--- src/rtl/stereo_feed_arbiter.sv ---
// stereo_feed_arbiter
//   Shares one pixel-encryption engine between the left and right camera
//   streams. The engine is granted in fixed-length bursts of BURST_LEN beats.
//   When both sides are requesting, grants alternate round-robin. The data
//   path is a zero-latency combinational mux from the granted side.
//
//   Optional build macro: BURST_TIMEOUT_EN
//     Adds parameter TIMEOUT_CYCLES and output timeout_abort. A burst whose
//     granted side presents no data for TIMEOUT_CYCLES cycles is ended early.
//
// Ports
//   clk, reset        clock; asynchronous active-low reset
//   l_valid/l_data    left pixel stream in;  l_ready accepts it
//   r_valid/r_data    right pixel stream in; r_ready accepts it
//   enc_valid/enc_data pixel presented to the encryption core
//   enc_sel           beat source (0 = left, 1 = right)
//   enc_last          current beat is the final beat of the burst
//   enc_ready         core accepts the pixel
//   busy              a burst is in progress
//   timeout_abort     (BURST_TIMEOUT_EN only) one-cycle early-abort pulse
module stereo_feed_arbiter #(
  parameter int unsigned DATA_WIDTH     = 24,
  parameter int unsigned BURST_LEN      = 16,
  parameter int unsigned COUNT_WIDTH    = 5
`ifdef BURST_TIMEOUT_EN
  ,
  parameter int unsigned TIMEOUT_CYCLES = 64
`endif
) (
  input  logic                  clk,
  input  logic                  reset,
  input  logic                  l_valid,
  input  logic [DATA_WIDTH-1:0] l_data,
  output logic                  l_ready,
  input  logic                  r_valid,
  input  logic [DATA_WIDTH-1:0] r_data,
  output logic                  r_ready,
  output logic                  enc_valid,
  output logic [DATA_WIDTH-1:0] enc_data,
  output logic                  enc_sel,
  output logic                  enc_last,
  input  logic                  enc_ready,
  output logic                  busy
`ifdef BURST_TIMEOUT_EN
  ,
  output logic                  timeout_abort
`endif
);

  localparam logic [COUNT_WIDTH-1:0] LAST_CNT = COUNT_WIDTH'(BURST_LEN - 1);

  typedef enum logic [1:0] {
    IDLE    = 2'd0,
    GRANT_L = 2'd1,
    GRANT_R = 2'd2
  } state_e;

  state_e                 state_q, state_d;
  logic [COUNT_WIDTH-1:0] cnt_q, cnt_d;
  logic                   last_served_q, last_served_d;

  logic gnt_valid;
  logic beat;
  logic at_last;
  logic abort;
  logic burst_end;

  always_comb begin
    gnt_valid = 1'b0;
    case (state_q)
      GRANT_L: gnt_valid = l_valid;
      GRANT_R: gnt_valid = r_valid;
      default: gnt_valid = 1'b0;
    endcase
  end

  assign beat    = gnt_valid & enc_ready;
  // Position flag only; it is not qualified by valid/ready.
  assign at_last = (state_q != IDLE) && (cnt_q == LAST_CNT);

`ifdef BURST_TIMEOUT_EN
  localparam int unsigned IDLE_W = $clog2(TIMEOUT_CYCLES + 1);
  localparam logic [IDLE_W-1:0] IDLE_LIMIT = IDLE_W'(TIMEOUT_CYCLES - 1);

  logic [IDLE_W-1:0] idle_q, idle_d;

  // The abort fires in the cycle that would be the TIMEOUT_CYCLES-th
  // consecutive empty cycle, so that cycle already takes the end-of-burst
  // transition.
  assign abort         = (state_q != IDLE) && !gnt_valid && (idle_q == IDLE_LIMIT);
  assign timeout_abort = abort;

  always_comb begin
    idle_d = idle_q;
    if (state_q == IDLE || beat || abort) begin
      idle_d = '0;
    end else if (!gnt_valid) begin
      idle_d = idle_q + IDLE_W'(1);
    end
  end

  always_ff @(posedge clk or negedge reset) begin
    if (!reset) begin
      idle_q <= '0;
    end else begin
      idle_q <= idle_d;
    end
  end
`else
  assign abort = 1'b0;
`endif

  assign burst_end = (beat && at_last) || abort;

  // State register
  always_ff @(posedge clk or negedge reset) begin
    if (!reset) begin
      state_q       <= IDLE;
      cnt_q         <= '0;
      last_served_q <= 1'b1;
    end else begin
      state_q       <= state_d;
      cnt_q         <= cnt_d;
      last_served_q <= last_served_d;
    end
  end

  // Next-state logic
  always_comb begin
    state_d       = state_q;
    cnt_d         = cnt_q;
    last_served_d = last_served_q;
    case (state_q)
      IDLE: begin
        cnt_d = '0;
        if (l_valid && (!r_valid || last_served_q)) begin
          state_d = GRANT_L;
        end else if (r_valid && (!l_valid || !last_served_q)) begin
          state_d = GRANT_R;
        end
      end
      GRANT_L: begin
        if (burst_end) begin
          cnt_d         = '0;
          last_served_d = 1'b0;
          if (r_valid) begin
            state_d = GRANT_R;
          end else if (l_valid) begin
            state_d = GRANT_L;
          end else begin
            state_d = IDLE;
          end
        end else if (beat) begin
          cnt_d = cnt_q + COUNT_WIDTH'(1);
        end
      end
      GRANT_R: begin
        if (burst_end) begin
          cnt_d         = '0;
          last_served_d = 1'b1;
          if (l_valid) begin
            state_d = GRANT_L;
          end else if (r_valid) begin
            state_d = GRANT_R;
          end else begin
            state_d = IDLE;
          end
        end else if (beat) begin
          cnt_d = cnt_q + COUNT_WIDTH'(1);
        end
      end
      default: begin
        state_d = IDLE;
        cnt_d   = '0;
      end
    endcase
  end

  // Output logic
  always_comb begin
    l_ready   = 1'b0;
    r_ready   = 1'b0;
    enc_valid = 1'b0;
    enc_data  = '0;
    enc_sel   = 1'b0;
    enc_last  = 1'b0;
    busy      = 1'b0;
    case (state_q)
      GRANT_L: begin
        busy      = 1'b1;
        enc_valid = l_valid;
        enc_data  = l_data;
        enc_sel   = 1'b0;
        enc_last  = at_last && !abort;
        l_ready   = enc_ready;
      end
      GRANT_R: begin
        busy      = 1'b1;
        enc_valid = r_valid;
        enc_data  = r_data;
        enc_sel   = 1'b1;
        enc_last  = at_last && !abort;
        r_ready   = enc_ready;
      end
      default: begin
        busy = 1'b0;
      end
    endcase
  end

endmodule
--- config.mk ---
export PLATFORM = sky130hd
export DESIGN_NAME = stereo_feed_arbiter
export DESIGN_NICKNAME = d
export VERILOG_FILES = /design/src/rtl/stereo_feed_arbiter.sv
export SDC_FILE = /design/constraint.sdc
export NUM_CORES = 1
export LEC_CHECK = 0
export CORE_AREA = 4 4 60 62
export DETAILED_ROUTE_END_ITERATION = 8
export DIE_AREA = 0 0 64 66
export PLACE_DENSITY = 0.82
export SYNTH_ARGS = -nofsm -noshare
export SYNTH_HDL_FRONTEND = slang
export SYNTH_SLANG_ARGS = --single-unit
--- constraint.sdc ---
create_clock -name clk -period 2.43 [get_ports clk]
set_input_delay 0.243 -clock clk [delete_from_list [all_inputs] [get_ports clk]]
set_output_delay 0.243 -clock clk [all_outputs]
set_load 0.02 [all_outputs]
# Yosys cells after proc, flatten, opt, wreduce, memory -nomap -nowiden
# Cells that the tools add are included.
# W data, S select, Z words.
[word_totals]
ff_bits = 8
inputBits = 53
out_inout_bits = 30
word_cells = 49
[op_classes]
n_addsub = 1
eq_ne = 7
muxes = 22
bitwise_logic = 1
n_reduce_logical = 15
[op_table]
columns = ["op", "count"]
rows = [
  ["$pmux W24 S2", 1],
  ["$mux W5", 3],
  ["$mux W2", 7],
  ["$mux W1", 8],
  ["$pmux W2 S3", 1],
  ["$reduce_and A3 Y1", 2],
  ["$add A5 B1 Y5 const B", 1],
  ["$eq A5 B4 Y1 const B", 1],
  ["$logic_and A1 B1 Y1", 4],
  ["$ne A2 B2 Y1 const B", 2],
  ["$pmux W1 S2", 2],
  ["$reduce_bool A2 Y1", 2],
  ["$logic_not A1 Y1", 3],
  ["$ne A3 B1 Y1 const B", 1],
  ["$ne A3 B3 Y1 const B", 1],
  ["$eq A2 B1 Y1 const B", 1],
  ["$eq A2 B2 Y1 const B", 1],
  ["$logic_not A2 Y1", 1],
  ["$logic_or A1 B1 Y1", 2],
  ["$reduce_or A2 Y1", 1],
  ["$and A1 B1 Y1", 1],
]

# Depth between registers and ports, before layout
[logic_depth]
depth_word = 6
ltp_mapped = 7
mapped_depth_nobuf = 7

# Worst setup path before layout
# Ideal clock, no wire load.
[synth_path]
path_kind = "reg2out"
from = "reg state_q[0]"
to = "out enc_data[10]"
arrival_time_ps = 1621
t_required_ps = 2187
slack_ps = 566
path_stages_with_launch = 7
path_buffers = 2
path_cell_list = "dfrtp_1 -> inv_1 -> ha_1 -> buf_2 -> buf_2 -> a22oi_1 -> nor2b_1"
[synth_via]
elab_chain_cells = 2
elab_cells_between_ends = 3
cone_classes = "eq/ne (2); mux (1)"
[synth_lines]
columns = ["item", "line_no", "rtl"]
rows = [
  ["start: declaration", "58", "state_e state_q, state_d;"],
  ["start signal: assignment", "122", "state_q <= state_d;"],
  ["$eq A2 B2 Y1 or $eq A2 B1 Y1 (tied branches)", "188", "case (state_q)"],
  ["$pmux W24 S2 (*)", "188", ""],
  ["end: declaration", "39", "output logic [DATA_WIDTH-1:0] enc_data,"],
]
# Mark *: on every way between the ends. The rest lies on a longest branch, timed or not.

# Worst setup path in the final report
[layout_path]
from = "reg state_q[0]"
to = "out enc_data[19]"
# The elaborated chain is that of the path after synthesis.

==> flow_summary.ini <==
[synth]
synth_area_leaders = a22oi_1 (20%), dfrtp_1 (18%), nor2b_1 (17%)
synth-async-reset-ratio = 1.00
yosysWarnings = 0
synth_compound_area_frac = 0.314
yosys_most_used_dff = dfrtp_1
synth_top_family_by_area = compound AO/OA/AOI/OAI gates
synth_commonest_cells = nor2b_1 (26), a22oi_1 (25), buf_2 (8)
synth.avg_cell_area_um2 = 7.94
synth.area.mux_share = 0.0260
synth_nets = 180
synth.most_common_cell = nor2b_1
synth_edf_count = 0
synth_cell_types = 33
ys_seq_area_frac = 0.210
yosys.area.top_type = a22oi_1
yosys.area_share.simple = 0.311
syn_inst = 121
synthXorXnorAreaFrac = 0
netlist_area_um2 = 961
ys_ff_latch = 8
yosys.area_share.adder = 0.0781
yosysTopAreaCellShare = 0.195

[critical_path]
reg2reg_depth = 8
cp.depth = 6
arrival_ps = 2050
r2r_start = state_q[0]
worst-path-buf-inv = 3
worst-endpoint-required_ps = 2190
critical_path.top_delay_family = buffers and inverters
crit_path_start_kind = flip-flop
path_cells = inv_1, ha_1, buf_6, a22oi_1, nor2b_1, clkdlybuf4s50_1
cp-startpoint = state_q[0]
critPathCaptureType = output port
slowest_stage = clkdlybuf4s50_1
critPathMaxStageDelay_ps = 630
crit_type = reg2out
crit_fanout = 27

[sta]
finalMaxSlewViolations = 0
min_period_ps = 2290
timing.hold.ws_ps = 251
finalHoldViolations = 0
setup_violations = 0
relSlewSlack = 0.758
max_freq_ghz = 0.437
post-route-period-util = 0.942
finClkSkew_ps = 8.76
worst_pin_slew_ps = 362

[power]
p_leak_nw = 0.771
p_total_mw = 1.86
ir_drop_mv = 0.899
pwr_density_cell_nw_per_um2 = 989

[placed_design]
dpl.cell_count = 243
io_buffer_count = 82
hpwl_um = 3020
routabilityCongestion = 0.790

[layout]
fin_cells = 247
fillers = 249
nets = 263
n_antenna_cell = 0
drive_gt1_frac = 0.0739
area_delta_synth_final_pct = 96.2

[global_routing]
top_usage_layer = met2
grt_pass1_wl_um = 5970
use_met2 = 0.298
antenna_found_initial = 0
grt_start_max_net_pins = 32
grt_usage = 0.176
grt_pass1_vias = 1203
overflow = 0
use_met1 = 0.226
use_met3 = 0.0442

[drt]
routed_via_density = 5.07
drc = 0
detail-route-antenna-nets = 0
via_count = 1252
wl_per_cell_um = 15.2
drt-initial-drc-count = 95
firstDrtPassIters = 5
routed_wl_um = 3760

[cts]
cts_tree = done
cts_setup_buffers = 0
numCtsBuffers = 3
path_clk_slew_ps = 60
clk_latency_ps = 270
cts-root-buf = clkbuf_4
cts.path.max_buffers = 2
htreeDepth = 1
clock_sinks = 8

[die]
dieArea_um2 = 4220
core-area_um2 = 3030
rows = 20
initial_core_util = 0.317
die_w_um = 64
boundaryPins = 83
die_y_um = 66

[flow_run]
max-cap-violations = 0

[status]
outcome = finished clean

[worst_hold_path]
holdCritPathClass = in2async
## stage by stage
stage               worst slack (ps)  utilization  setup TNS [ps]  cell area (um^2)
floorplan                        566            -               0               961
global placement                 333        0.609               0              1840
detailed placement               286        0.609               0              1840
CTS                             50.1        0.617               0              1870
global route                   -9.17        0.623           -18.8              1890
finish                           141        0.623               0              1890
## final timing paths
kind,slack [ps],endpoint
min,250,cnt_q[1]
min in group clk,530,cnt_q[3]
max,140,enc_data[19]
max in group asynchronous,1880,last_served_q
min reg2reg,530,cnt_q[3]
max reg2reg,440,state_q[1]
## flip-flops by register name, summed over array words and instances (netlist names)
signal,count
cnt_q,5
last_served_q,1
state_q,2
## per-layer routing
layer	part of all wire	wire length, um
met1	0.41	1550
met2	0.48	1790
met3	0.10	386
met4	0.0074	28
met5	0	0
## report_power, final
group / switching [mW] / leakage [nW] / total, mW / internal, mW
logic: 0.783 / 0.651 / 1.57 / 0.783
clock network: 0.0516 / 0.0150 / 0.115 / 0.0632
registers: 0.0239 / 0.105 / 0.184 / 0.160
## cell usage in the layout, fill, tap and decap left out, drive strengths merged, types with 5 or more instances in the layout
cell and count:
clkdlybuf4s50 77, nor2b 26, a22oi 25, dfrtp 7, ha 6, nand2 5
nor2 5, o21ai 5, buf 5
## worst register-to-register path, delay by kind of cell (launching register included)
kind	cells	cell delay, ps
buf+inv	3	510
flops	1	400
mux	1	320
compound gates	2	310
fa+ha+maj	1	190
simple gates	1	150
## what timing repair did
item | in CTS | in global routing
gates resized for setup | 1 | 6
endpoints found under the setup margin | 1 | 25
hold endpoints to repair | 0 | 0
hold buffers | 0 | 0
## logic make-up (layout without fill, tap and decap cells)
| logic type | count (synthesis) | count (layout) |
|---|---|---|
| AND/OR/NAND/NOR | 51 | 51 |
| AO/OA/AOI/OAI | 41 | 41 |
| buffers and inverters | 13 | 95 |
| flip-flops | 8 | 8 |
| adder cells (fa/ha/maj) | 6 | 6 |
| multiplexers | 2 | 2 |
## layout make-up
class | instances | area (um^2) | share of cell area
repair buffers | 87 | 887 | 0.470
multi-input cells | 100 | 701 | 0.372
flip-flops and latches | 8 | 201 | 0.107
well taps | 44 | 55.1 | 0.0292
clock buffers | 4 | 26.3 | 0.0139
inverters | 4 | 15.0 | 0.00796
Power figures use the tool's default switching activity.
